[src/rtl/dual_issue_ctrl.sv]
// Issue/hazard controller for a dual-issue pipeline: pair splitting, load-use stalls, branch squash.
// Optional macro DUAL_MEM_EN lets two memory operations issue as a pair.
module dual_issue_ctrl #(
  parameter int unsigned CNT_W   = 16,
  parameter logic [3:0]  COND_AL = 4'hE
) (
  input  logic             clk,
  input  logic             rst,
  input  logic             i_Valid1D,
  input  logic             i_Valid2D,
  input  logic [3:0]       i_Rn1D,
  input  logic [3:0]       i_Rm1D,
  input  logic [3:0]       i_Rn2D,
  input  logic [3:0]       i_Rm2D,
  input  logic             i_UseRn1D,
  input  logic             i_UseRm1D,
  input  logic             i_UseRn2D,
  input  logic             i_UseRm2D,
  input  logic [3:0]       i_Rd1D,
  input  logic [3:0]       i_Rd2D,
  input  logic             i_RegWrite1D,
  input  logic             i_RegWrite2D,
  input  logic             i_MemtoReg1D,
  input  logic             i_MemtoReg2D,
  input  logic             i_MemWrite1D,
  input  logic             i_MemWrite2D,
  input  logic             i_FlagWrite1D,
  input  logic             i_Branch1D,
  input  logic [3:0]       i_Cond2D,
  input  logic [3:0]       i_Rd1E,
  input  logic [3:0]       i_Rd2E,
  input  logic             i_RegWrite1E,
  input  logic             i_RegWrite2E,
  input  logic             i_MemtoReg1E,
  input  logic             i_MemtoReg2E,
  input  logic             i_BrTaken1E,
  input  logic             i_BrTaken2E,
  output logic             o_StallF,
  output logic             o_StallD,
  output logic             o_FlushD,
  output logic             o_Flush1E,
  output logic             o_Flush2E,
  output logic             o_Kill2E,
  output logic             o_Split,
  output logic [CNT_W-1:0] o_IssueCnt,
  output logic [CNT_W-1:0] o_SplitCnt,
  output logic [CNT_W-1:0] o_StallCnt
);

  localparam int unsigned SumW = CNT_W + 1;

  typedef enum logic {StPair, StSplit} state_e;

  state_e           state_q, state_d;
  logic [CNT_W-1:0] issue_cnt_q, split_cnt_q, stall_cnt_q;

  logic ld1e, ld2e, lu1, lu2, lu, br;
  logic raw, waw, flg, mem_conf, pc;
  logic split_ev, stall_ev;
  logic [1:0] issue_inc;

  function automatic logic src_hit(input logic [3:0] r, input logic use_r,
                                   input logic ld1, input logic [3:0] rd1,
                                   input logic ld2, input logic [3:0] rd2);
    return use_r & ((ld1 & (r == rd1)) | (ld2 & (r == rd2)));
  endfunction

  function automatic logic [CNT_W-1:0] sat_add(input logic [CNT_W-1:0] cnt,
                                               input logic [1:0] inc);
    logic [SumW-1:0] sum;
    sum = {1'b0, cnt} + SumW'(inc);
    return sum[CNT_W] ? {CNT_W{1'b1}} : sum[CNT_W-1:0];
  endfunction

  always_comb begin
    ld1e = i_RegWrite1E & i_MemtoReg1E;
    ld2e = i_RegWrite2E & i_MemtoReg2E;
    lu1  = i_Valid1D & (src_hit(i_Rn1D, i_UseRn1D, ld1e, i_Rd1E, ld2e, i_Rd2E) |
                        src_hit(i_Rm1D, i_UseRm1D, ld1e, i_Rd1E, ld2e, i_Rd2E));
    lu2  = i_Valid2D & (src_hit(i_Rn2D, i_UseRn2D, ld1e, i_Rd1E, ld2e, i_Rd2E) |
                        src_hit(i_Rm2D, i_UseRm2D, ld1e, i_Rd1E, ld2e, i_Rd2E));
    // In SPLIT slot 1 has already issued; only the pending slot 2 can still hit a load.
    lu   = (state_q == StPair) ? (lu1 | lu2) : lu2;
    br   = i_BrTaken1E | i_BrTaken2E;

    raw = i_RegWrite1D & ((i_UseRn2D & (i_Rd1D == i_Rn2D)) | (i_UseRm2D & (i_Rd1D == i_Rm2D)));
    waw = i_RegWrite1D & i_RegWrite2D & (i_Rd1D == i_Rd2D);
    flg = i_FlagWrite1D & (i_Cond2D != COND_AL);
`ifdef DUAL_MEM_EN
    mem_conf = 1'b0;
`else
    mem_conf = (i_MemtoReg1D | i_MemWrite1D) & (i_MemtoReg2D | i_MemWrite2D);
`endif
    pc = (state_q == StPair) & i_Valid1D & i_Valid2D & (raw | waw | flg | i_Branch1D | mem_conf);

    o_StallF  = 1'b0;
    o_StallD  = 1'b0;
    o_FlushD  = 1'b0;
    o_Flush1E = 1'b0;
    o_Flush2E = 1'b0;
    o_Kill2E  = 1'b0;
    state_d   = state_q;
    split_ev  = 1'b0;
    stall_ev  = 1'b0;

    if (rst) begin
      o_Flush1E = 1'b1;
      o_Flush2E = 1'b1;
      state_d   = StPair;
    end else if (br) begin
      o_FlushD  = 1'b1;
      o_Flush1E = 1'b1;
      o_Flush2E = 1'b1;
      o_Kill2E  = i_BrTaken1E;
      state_d   = StPair;
    end else if (lu) begin
      o_StallF  = 1'b1;
      o_StallD  = 1'b1;
      o_Flush1E = 1'b1;
      o_Flush2E = 1'b1;
      stall_ev  = 1'b1;
    end else if (pc) begin
      o_StallF  = 1'b1;
      o_StallD  = 1'b1;
      o_Flush2E = 1'b1;
      state_d   = StSplit;
      split_ev  = 1'b1;
    end else if (state_q == StSplit) begin
      o_Flush1E = 1'b1;
      state_d   = StPair;
    end else begin
      o_Flush1E = ~i_Valid1D;
      o_Flush2E = ~i_Valid2D;
    end

    o_Split   = (state_q == StSplit) & ~rst;
    issue_inc = {1'b0, ~o_Flush1E} + {1'b0, ~o_Flush2E};
  end

  always_ff @(posedge clk) begin
    if (rst) begin
      state_q     <= StPair;
      issue_cnt_q <= '0;
      split_cnt_q <= '0;
      stall_cnt_q <= '0;
    end else begin
      state_q     <= state_d;
      issue_cnt_q <= sat_add(issue_cnt_q, issue_inc);
      split_cnt_q <= sat_add(split_cnt_q, {1'b0, split_ev});
      stall_cnt_q <= sat_add(stall_cnt_q, {1'b0, stall_ev});
    end
  end

  assign o_IssueCnt = issue_cnt_q;
  assign o_SplitCnt = split_cnt_q;
  assign o_StallCnt = stall_cnt_q;

endmodule
[config.mk]
export PLATFORM = sky130hd
export DESIGN_NAME = dual_issue_ctrl
export DESIGN_NICKNAME = d
export VERILOG_FILES = /design/src/rtl/dual_issue_ctrl.sv
export SDC_FILE = /design/constraint.sdc
export NUM_CORES = 1
export LEC_CHECK = 0
export ABC_CLOCK_PERIOD_IN_PS = 6450
export CAP_MARGIN = 5
export CORE_MARGIN = 10
export CORE_UTILIZATION = 30
export CTS_BUF_LIST = sky130_fd_sc_hd__clkbuf_16
export DETAILED_ROUTE_END_ITERATION = 12
export PLACE_DENSITY = 0.56
export SYNTH_ARGS = -nofsm -noshare
export SYNTH_HDL_FRONTEND = slang
export SYNTH_SLANG_ARGS = --single-unit
export TNS_END_PERCENT = 5
[constraint.sdc]
create_clock -name clk -period 6.45 [get_ports clk]
set_clock_uncertainty 0.1 [all_clocks]
set_input_delay 1.6125 -clock clk [delete_from_list [all_inputs] [get_ports clk]]
set_output_delay 1.6125 -clock clk [all_outputs]
set_load 0.02 [all_outputs]
==> report_table.html, run 1 <==
<table>
<tr><th>Metric</th><th>Value</th></tr>
<tr><th colspan="2">Final layout</th></tr>
<tr><td>Fraction of layout instances using a drive strength above 1</td><td>under 10%</td></tr>
<tr><td>Layout overhead on the synthesized area</td><td>46.90%</td></tr>
<tr><td>Final net count</td><td>512</td></tr>
<tr><td>Final antenna diode count</td><td>0</td></tr>
<tr><th colspan="2">GRT</th></tr>
<tr><td>GRT overflow</td><td>0</td></tr>
<tr><td>Initial antenna violation count</td><td>0</td></tr>
<tr><td>Pin count of the biggest net entering global routing</td><td>50</td></tr>
<tr><td>Overall track demand over capacity in global routing</td><td>12.82%</td></tr>
<tr><td>Vias in the first global route</td><td>2878</td></tr>
<tr><td>First-pass GRT wire length</td><td>15.32 mm</td></tr>
<tr><th colspan="2">Clock network</th></tr>
<tr><td>CTS tree</td><td>built</td></tr>
<tr><td>Number of hold-repair buffers added at the cts stage</td><td>0</td></tr>
<tr><td>CTS-repair resized insts</td><td>0</td></tr>
<tr><td>Cell chosen for the clock root</td><td>sky130_fd_sc_hd__clkbuf_16</td></tr>
<tr><td>Clock transition at path regs</td><td>70 ps</td></tr>
<tr><td>Post-CTS setup buffer count</td><td>0</td></tr>
<tr><td>Number of clock sinks seen by CTS</td><td>49</td></tr>
<tr><td>Later-pin clock latency in the skew report</td><td>280 ps</td></tr>
<tr><td>Number of H-tree levels</td><td>2</td></tr>
<tr><td>Number of CTS-inserted buffers</td><td>5</td></tr>
<tr><td>Bufs on Longest Clock Path</td><td>2</td></tr>
<tr><th colspan="2">Floorplanning</th></tr>
<tr><td>Starting Density</td><td>30.44%</td></tr>
<tr><td>Die width</td><td>119.1 µm</td></tr>
<tr><td>Io pins</td><td>approximately 110</td></tr>
<tr><td>Die Outline Area</td><td>14190 µm²</td></tr>
<tr><td>Chip Height</td><td>119.1 µm</td></tr>
<tr><td>Count of standard-cell rows</td><td>36</td></tr>
<tr><td>Placeable core region</td><td>9684 µm²</td></tr>
<tr><th colspan="2">Synth</th></tr>
<tr><td>Warnings, synthesis</td><td>0</td></tr>
<tr><td>Library cell occupying the most area in the post-synthesis netlist</td><td>sky130_fd_sc_hd__dfxtp_1</td></tr>
<tr><td>EDFF count, synth</td><td>0</td></tr>
<tr><td>Commonest cells in the synthesized netlist</td><td>49 x sky130_fd_sc_hd__dfxtp_1, 39 x sky130_fd_sc_hd__xor2_1, 37 x sky130_fd_sc_hd__xnor2_1</td></tr>
<tr><td>Library cells used by synthesis</td><td>49</td></tr>
<tr><td>Synthesized area per cell</td><td>8.670 µm²</td></tr>
<tr><td>Synthesized instance count</td><td>340</td></tr>
<tr><td>Share of the yosys chip area belonging to registers</td><td>approximately 33%</td></tr>
<tr><td>Post-synthesis register bit count</td><td>49</td></tr>
<tr><td>Synth area leaders</td><td>sky130_fd_sc_hd__dfxtp_1 33%, sky130_fd_sc_hd__xor2_1 12%, sky130_fd_sc_hd__xnor2_1 11%</td></tr>
<tr><td>Net count of the mapped netlist</td><td>404</td></tr>
<tr><td>Dominant synthesized flop cell</td><td>sky130_fd_sc_hd__dfxtp_1</td></tr>
<tr><td>Share of the synthesized area in the top cell type</td><td>33.28%</td></tr>
<tr><td>Most instantiated library cell after synthesis</td><td>sky130_fd_sc_hd__dfxtp_1</td></tr>
<tr><td>Post-Synthesis Cell Area</td><td>slightly below 3000 µm²</td></tr>
<tr><td>Synth async-reset ratio</td><td>0%</td></tr>
<tr><th colspan="2">Setup path</th></tr>
<tr><td>CP peak stage delay</td><td>approximately 660 ps</td></tr>
<tr><td>Worst endpoint data arrival time</td><td>4100 ps</td></tr>
<tr><td>Worst-path cell with the longest stage delay</td><td>sky130_fd_sc_hd__clkdlybuf4s50_1</td></tr>
<tr><td>Type of element capturing the critical path</td><td>primary output</td></tr>
<tr><td>Kind of start point of the critical path</td><td>input port</td></tr>
<tr><td>Required time worst endpoint</td><td>4740 ps</td></tr>
<tr><td>Path type of the worst setup path</td><td>input port to primary output</td></tr>
<tr><td>Cell seen most often among critical-path stages</td><td>sky130_fd_sc_hd__clkdlybuf4s50_1</td></tr>
<tr><td>Highest net fanout along the worst path</td><td>5</td></tr>
<tr><td>WP buf/inv</td><td>2</td></tr>
<tr><td>Cells along the critical path</td><td>clkdlybuf4s50_1 -&gt; nand2_1 -&gt; or3_1 -&gt; o311a_1 -&gt; and2_1 -&gt; a21oi_1 -&gt; clkdlybuf4s50_1</td></tr>
<tr><td>Cell type group with the largest total delay on the critical path</td><td>buffers and inverters</td></tr>
<tr><th colspan="2">Timing</th></tr>
<tr><td>Fin. max-slew vios</td><td>0</td></tr>
<tr><td>Setup repair after global routing missed its margin</td><td>no</td></tr>
<tr><td>Maximum frequency from static timing analysis</td><td>0.1721 GHz</td></tr>
<tr><td>Ratio of final minimum period to clock period</td><td>90.08%</td></tr>
<tr><td>Measured slew at the worst slew-check pin</td><td>611.8 ps</td></tr>
<tr><td>Accumulated negative setup slack</td><td>0 ps</td></tr>
<tr><td>Relative slew slack</td><td>about three fifths</td></tr>
<tr><td>Final hold vios</td><td>0</td></tr>
<tr><td>Minimum clock period after layout</td><td>5810 ps</td></tr>
<tr><td>Final Setup Violations</td><td>0</td></tr>
<tr><th colspan="2">Drt</th></tr>
<tr><td>Antenna Nets Post-Route</td><td>0</td></tr>
<tr><td>Total Routed Length</td><td>9.117 mm</td></tr>
<tr><td>Router iterations before antenna repair</td><td>4</td></tr>
<tr><td>DR DRC count</td><td>0</td></tr>
<tr><td>Via-to-Cell Ratio</td><td>approximately 4.8</td></tr>
<tr><td>Routed wire per std cell</td><td>~16 µm</td></tr>
<tr><td>1st-iter DRT viols</td><td>86</td></tr>
<tr><td>Total via count after detailed routing</td><td>2776</td></tr>
<tr><th colspan="2">Pwr</th></tr>
<tr><td>Worst vdd rail ir drop</td><td>0.1321 mV</td></tr>
<tr><td>Overall power consumption</td><td>0.7009 mW</td></tr>
<tr><td>Pwr dens</td><td>161.9 nW/µm²</td></tr>
<tr><td>P_leak</td><td>approximately 1.4 nW</td></tr>
<tr><th colspan="2">Placed design</th></tr>
<tr><td>Count of buffers from port buffering</td><td>approximately 110</td></tr>
<tr><td>Final weighted congestion of routability-driven global placement</td><td>0.8770</td></tr>
<tr><td>Detailed Place HPWL</td><td>7.226 mm</td></tr>
<tr><th colspan="2">Outcome</th></tr>
<tr><td>Status</td><td>finished clean</td></tr>
<tr><th colspan="2">Worst hold path</th></tr>
<tr><td>Min-delay worst type</td><td>flop to flop</td></tr>
<tr><th colspan="2">Job</th></tr>
<tr><td>Total of max-cap violations</td><td>0</td></tr>
</table>
[flip-flops by register name (all words and copies together), names as in the netlist]
name        count
state_q         1
o_StallCnt     16
o_SplitCnt     16
o_IssueCnt     16
[worst register-to-register path, cell delays in order (launching register included)]
cell                        delay (ps)
sky130_fd_sc_hd__dfxtp_1           420
sky130_fd_sc_hd__nand3b_1          190
sky130_fd_sc_hd__nor4_1             80
sky130_fd_sc_hd__a22oi_1           160
sky130_fd_sc_hd__o311a_1           250
sky130_fd_sc_hd__and2_1            230
sky130_fd_sc_hd__o2111ai_1         210
sky130_fd_sc_hd__fa_1              480
sky130_fd_sc_hd__inv_1              90
sky130_fd_sc_hd__ha_1              250
sky130_fd_sc_hd__nand3_1           150
sky130_fd_sc_hd__or4_4             690
sky130_fd_sc_hd__a21oi_1           200
[layout by cell type (no fill, tap or decap), types with 2 or more instances in the layout]
| cell | count |
|---|---|
| sky130_fd_sc_hd__a21oi_1 | 33 |
| sky130_fd_sc_hd__clkdlybuf4s50_1 | 111 |
| sky130_fd_sc_hd__xnor2_1 | 37 |
| sky130_fd_sc_hd__nand3b_1 | 2 |
| sky130_fd_sc_hd__nor3b_1 | 2 |
| sky130_fd_sc_hd__nor3_1 | 14 |
| sky130_fd_sc_hd__nand3_1 | 30 |
| sky130_fd_sc_hd__clkbuf_16 | 5 |
| sky130_fd_sc_hd__and3_1 | 4 |
| sky130_fd_sc_hd__nand2_1 | 17 |
| sky130_fd_sc_hd__a31o_2 | 3 |
| sky130_fd_sc_hd__a21oi_2 | 9 |
| sky130_fd_sc_hd__nor4_1 | 6 |
| sky130_fd_sc_hd__dfxtp_1 | 49 |
| sky130_fd_sc_hd__inv_1 | 11 |
| sky130_fd_sc_hd__ha_1 | 5 |
| sky130_fd_sc_hd__nand4_1 | 9 |
| sky130_fd_sc_hd__nor2_1 | 21 |
| sky130_fd_sc_hd__nor2b_1 | 4 |
| sky130_fd_sc_hd__o21ai_0 | 2 |
| sky130_fd_sc_hd__or3_1 | 3 |
| sky130_fd_sc_hd__mux2i_1 | 2 |
| sky130_fd_sc_hd__a31oi_1 | 4 |
| sky130_fd_sc_hd__or4_4 | 2 |
| sky130_fd_sc_hd__xor2_1 | 39 |
[where the power goes]
| group | internal, mW | leakage, nW | switching, mW | total [mW] |
|---|---|---|---|---|
| clock network | 0.184 | 0.0842 | 0.116 | 0.300 |
| logic | 0.0537 | 0.924 | 0.0436 | 0.0973 |
| registers | 0.303 | 0.395 | 0.000559 | 0.304 |
[metal layers]
metal / part of all wire [%] / vias up / routed length (µm) / track usage [%]
met5: 0 / - / 0 / 0
met4: 0.35 / 0 / 32 / 2.061
met3: 5.2 / 2 / 470 / 3.496
met2: 47 / 70 / 4267 / 21.30
met1: 48 / 1294 / 4346 / 16.44
li1: - / 1410 / - / -
[area by class of cell]
class / count / area [µm²]
Clock buffer: 5 / 125.1
Multi-Input combinational cell: 268 / 1849
Tap cell: 133 / 166.4
Inverter: 11 / 41.29
Fill cell: 965 / 5354
Timing Repair Buffer: 113 / 1124
Sequential cell: 49 / 980.9
Clock inverter: 3 / 43.79
[stage by stage]
| stage | util [%] | instance area (µm²) | instances | hold WS (ps) | worst slack, ps |
|---|---|---|---|---|---|
| floorplan | - | 2948 | 340 | 478.8 | 1568 |
| global placement | 42.97 | 4161 | 574 | 409.0 | 685.8 |
| detailed placement | 42.97 | 4161 | 574 | 414.3 | 618.5 |
| CTS | 44.72 | 4330 | 582 | 426.6 | 615.8 |
| global route | 44.72 | 4330 | 582 | 472.2 | 480.4 |
| finish | 44.72 | 4330 | 582 | 423.4 | 639.7 |
[final timing paths]
| kind | slack [ps] | start | cells after the start | end |
|---|---|---|---|---|
| max | 640 | i_Valid2D | 7 | o_StallD |
| min | 420 | o_StallCnt[15] | 2 | o_StallCnt[15] |
| max reg2reg | 2870 | state_q | 12 | o_IssueCnt[0] |
| min reg2reg | 420 | o_StallCnt[15] | 2 | o_StallCnt[15] |
[kinds of logic (layout without fill, tap and decap cells)]
kind of cell	after synthesis	in the layout	share of synthesized area, %
buffers and inverters	23	132	3.990
adders and majority gates	6	6	2.801
muxes	2	2	0.6791
AOI/OAI and AO/OA	60	60	13.24
and+or+nand+nor	124	124	23.43
DFF	49	49	33.28
xor gates and xnor gates	76	76	22.58
No activity file was read; power rests on OpenSTA's default activity.
==> inputs of run 2 (changes only) <==
--- a/config.mk
+++ b/config.mk
@@ -10,8 +10,9 @@
 export CORE_MARGIN = 10
 export CORE_UTILIZATION = 30
 export CTS_BUF_LIST = sky130_fd_sc_hd__clkbuf_16
+export CTS_CLUSTER_SIZE = 16
 export DETAILED_ROUTE_END_ITERATION = 12
-export PLACE_DENSITY = 0.56
+export PLACE_DENSITY_LB_ADDON = 0.25
 export SYNTH_ARGS = -nofsm -noshare
 export SYNTH_HDL_FRONTEND = slang
 export SYNTH_SLANG_ARGS = --single-unit
==> run 2 against run 1 <==
Sequential cell count stayed put. Clock power decreased by 8.7%. Via count decreased by 0.47%. Combinational power down 2%. Critical path depth stayed put. Critical endpoint unchanged. Die area stayed put. Largest cell class unchanged. Count of clock-buffer cells in the layout stayed put. Setup slack better by 45 ps. Power fell by 3.9%. Core utilization is 0.18 points lower.
==> report_table.html, run 2 (synthesis gave the netlist of run 1 again) <==
<table>
<tr><th>Metric</th><th>Value</th></tr>
<tr><th colspan="2">Setup path</th></tr>
<tr><td>Type of element capturing the critical path</td><td>primary output</td></tr>
<tr><td>Cells along the critical path</td><td>clkdlybuf4s50_1 -&gt; xor2_1 -&gt; or3_1 -&gt; o311a_1 -&gt; and2_1 -&gt; a21oi_1 -&gt; clkdlybuf4s50_1</td></tr>
<tr><td>Highest net fanout along the worst path</td><td>5</td></tr>
<tr><td>Kind of start point of the critical path</td><td>input port</td></tr>
<tr><td>Path type of the worst setup path</td><td>input port to primary output</td></tr>
<tr><td>Required time worst endpoint</td><td>between 4000 and 5000 ps</td></tr>
<tr><td>Worst-path cell with the longest stage delay</td><td>sky130_fd_sc_hd__clkdlybuf4s50_1</td></tr>
<tr><td>Cell type group with the largest total delay on the critical path</td><td>buffers and inverters</td></tr>
<tr><td>Worst endpoint data arrival time</td><td>4050 ps</td></tr>
<tr><td>Cell seen most often among critical-path stages</td><td>sky130_fd_sc_hd__clkdlybuf4s50_1</td></tr>
<tr><td>WP buf/inv</td><td>2</td></tr>
<tr><td>CP peak stage delay</td><td>680 ps</td></tr>
<tr><th colspan="2">Drt</th></tr>
<tr><td>Via-to-Cell Ratio</td><td>4.747</td></tr>
<tr><td>Total via count after detailed routing</td><td>2763</td></tr>
<tr><td>1st-iter DRT viols</td><td>95</td></tr>
<tr><td>Antenna Nets Post-Route</td><td>0</td></tr>
<tr><td>Total Routed Length</td><td>8.967 mm</td></tr>
<tr><td>Routed wire per std cell</td><td>15.41 µm</td></tr>
<tr><td>Router iterations before antenna repair</td><td>4</td></tr>
<tr><td>DR DRC count</td><td>0</td></tr>
<tr><th colspan="2">GRT</th></tr>
<tr><td>Initial antenna violation count</td><td>1</td></tr>
<tr><td>First-pass GRT wire length</td><td>~15 mm</td></tr>
<tr><td>Pin count of the biggest net entering global routing</td><td>43</td></tr>
<tr><td>Vias in the first global route</td><td>2812</td></tr>
<tr><td>GRT overflow</td><td>0</td></tr>
<tr><td>Overall track demand over capacity in global routing</td><td>12.50%</td></tr>
<tr><th colspan="2">Worst hold path</th></tr>
<tr><td>Min-delay worst type</td><td>flop to flop</td></tr>
<tr><th colspan="2">Pwr</th></tr>
<tr><td>Sequential power share</td><td>between 40% and 50%</td></tr>
<tr><td>Internal portion of total power</td><td>0.5035 mW</td></tr>
<tr><td>Sw power</td><td>0.1701 mW</td></tr>
<tr><td>Power share of the combinational group</td><td>between 10 and 15%</td></tr>
<tr><td>Power share of the clock group</td><td>40.7%</td></tr>
<tr><td>Pwr dens</td><td>~160 nW/µm²</td></tr>
<tr><td>P_leak</td><td>around 1.4 nW</td></tr>
<tr><td>Share of total power consumed by net switching</td><td>25.25%</td></tr>
<tr><td>Worst vdd rail ir drop</td><td>0.1175 mV</td></tr>
<tr><th colspan="2">Clock network</th></tr>
<tr><td>Number of clock sinks seen by CTS</td><td>49</td></tr>
<tr><td>Number of H-tree levels</td><td>2</td></tr>
<tr><td>Bufs on Longest Clock Path</td><td>2</td></tr>
<tr><td>CTS-repair resized insts</td><td>0</td></tr>
<tr><td>Number of hold-repair buffers added at the cts stage</td><td>0</td></tr>
<tr><td>Post-CTS setup buffer count</td><td>0</td></tr>
<tr><td>Cell chosen for the clock root</td><td>sky130_fd_sc_hd__clkbuf_16</td></tr>
<tr><td>Clock transition at path regs</td><td>about 70 ps</td></tr>
<tr><td>Later-pin clock latency in the skew report</td><td>290 ps</td></tr>
<tr><td>Number of CTS-inserted buffers</td><td>5</td></tr>
<tr><td>CTS tree</td><td>built</td></tr>
<tr><th colspan="2">Floorplanning</th></tr>
<tr><td>Die width</td><td>119.1 µm</td></tr>
<tr><td>Count of standard-cell rows</td><td>36</td></tr>
<tr><td>Starting Density</td><td>30.44%</td></tr>
<tr><td>Die Outline Area</td><td>14190 µm²</td></tr>
<tr><td>Chip Height</td><td>119.1 µm</td></tr>
<tr><td>Placeable core region</td><td>9684 µm²</td></tr>
<tr><td>Io pins</td><td>113</td></tr>
<tr><th colspan="2">Final layout</th></tr>
<tr><td>Area of the multi-input gates</td><td>1849 µm²</td></tr>
<tr><td>Register Area</td><td>980.9 µm²</td></tr>
<tr><td>Commonest cells after routing, fill and taps aside</td><td>111 x sky130_fd_sc_hd__clkdlybuf4s50_1, 49 x sky130_fd_sc_hd__dfxtp_1, 39 x sky130_fd_sc_hd__xor2_1, 37 x sky130_fd_sc_hd__xnor2_1, 33 x sky130_fd_sc_hd__a21oi_1</td></tr>
<tr><td>Util after Layout</td><td>44.53%</td></tr>
<tr><td>Fraction of layout instances using a drive strength above 1</td><td>approximately 7.3%</td></tr>
<tr><td>Final antenna diode count</td><td>0</td></tr>
<tr><td>Layout overhead on the synthesized area</td><td>46.31%</td></tr>
<tr><td>Filler Cells Inserted</td><td>961</td></tr>
<tr><td>Most common cell after layout, fill and taps aside</td><td>sky130_fd_sc_hd__clkdlybuf4s50_1</td></tr>
<tr><td>Final net count</td><td>around 500</td></tr>
<tr><th colspan="2">Job</th></tr>
<tr><td>Total of max-cap violations</td><td>0</td></tr>
<tr><th colspan="2">Timing</th></tr>
<tr><td>Measured slew at the worst slew-check pin</td><td>535.9 ps</td></tr>
<tr><td>Relative slew slack</td><td>64.27%</td></tr>
<tr><td>Accumulated negative setup slack</td><td>0 ps</td></tr>
<tr><td>Fin. max-slew vios</td><td>0</td></tr>
<tr><td>Final hold vios</td><td>0</td></tr>
<tr><td>Minimum clock period after layout</td><td>5765 ps</td></tr>
<tr><td>Setup repair after global routing missed its margin</td><td>no</td></tr>
<tr><td>Final Setup Violations</td><td>0</td></tr>
<tr><td>Maximum frequency from static timing analysis</td><td>0.1735 GHz</td></tr>
<tr><td>Ratio of final minimum period to clock period</td><td>approximately 89%</td></tr>
<tr><th colspan="2">Placed design</th></tr>
<tr><td>Count of buffers from port buffering</td><td>~110</td></tr>
<tr><td>Detailed Place HPWL</td><td>7.016 mm</td></tr>
<tr><td>Final weighted congestion of routability-driven global placement</td><td>0.8852</td></tr>
<tr><th colspan="2">Outcome</th></tr>
<tr><td>Status</td><td>finished clean</td></tr>
</table>
[run 2: cell count changes in the layout (fill, tap and decap cells not counted)]
cell,delta
sky130_fd_sc_hd__clkinvlp_4,+2
sky130_fd_sc_hd__bufinv_16,-1
sky130_fd_sc_hd__inv_8,+1
sky130_fd_sc_hd__inv_6,-1
sky130_fd_sc_hd__clkinv_2,-1
[run 2: area by class of cell]
cell class	instances	share of cell area, %
multi-input cells	268	42.88
repair buffers	113	26.05
flip-flops and latches	49	22.74
well taps	133	3.858
clock buffers	5	2.901
inverters	11	0.9574
clock inverters	3	0.6092
[run 2: metrics by stage]
stage | total power [mW] | hold WS, ps | worst slack [ps] | instances | instance area, µm²
after detailed placement | 0.4069 | 419.8 | 679.7 | 574 | 4161
after floorplan | 0.3507 | 478.8 | 1568 | 340 | 2948
final | 0.6736 | 437.3 | 684.7 | 582 | 4313
after global placement | 0.4059 | 414.2 | 680.7 | 574 | 4161
after CTS | 0.6879 | 437.4 | 677.1 | 582 | 4313
after global routing | 0.7084 | 473.4 | 562.6 | 582 | 4313
[run 2: power by group through the flow]
stage	combinational (mW)	sequential, mW	clock [mW]
detailed placement	0.0961	0.311	0
CTS	0.0965	0.304	0.288
floorplan	0.0391	0.312	0
global placement	0.0951	0.311	0
finish	0.0958	0.304	0.274
global route	0.103	0.304	0.301
[run 2: path summary, 6_finish.rpt]
| check | startpoint | to | slack, ps | cells after the start |
|---|---|---|---|---|
| min | o_StallCnt[15] | o_StallCnt[15] | 440 | 2 |
| min reg2reg | o_StallCnt[15] | o_StallCnt[15] | 440 | 2 |
| max | i_Rd2E[0] | o_StallD | 680 | 7 |
| max reg2reg | state_q | o_IssueCnt[0] | 2940 | 12 |
[run 2: tightest hold or removal path, stage by stage, from the launching register on]
cell and delay (ps):
sky130_fd_sc_hd__dfxtp_1 350, sky130_fd_sc_hd__inv_1 80, sky130_fd_sc_hd__a211oi_1 60
[run 2: per-layer routing]
layer	vias to the layer above	share of wire, %	wire length [µm]	track usage (%)
li1	1411	-	-	-
met1	1283	46	4102	15.51
met2	61	48	4315	20.75
met3	6	5.3	472	4.015
met4	2	0.72	65	2.519
met5	-	0.11	10	0
==> inputs of run 3 (changes only) <==
--- a/config.mk
+++ b/config.mk
@@ -13,6 +13,7 @@
 export CTS_CLUSTER_SIZE = 16
 export DETAILED_ROUTE_END_ITERATION = 12
 export PLACE_DENSITY_LB_ADDON = 0.25
+export SKIP_CTS_REPAIR_TIMING = 1
 export SYNTH_ARGS = -nofsm -noshare
 export SYNTH_HDL_FRONTEND = slang
 export SYNTH_SLANG_ARGS = --single-unit
==> results of run 3 <==
Final layout, timing and power as in run 2 (identical DEF).
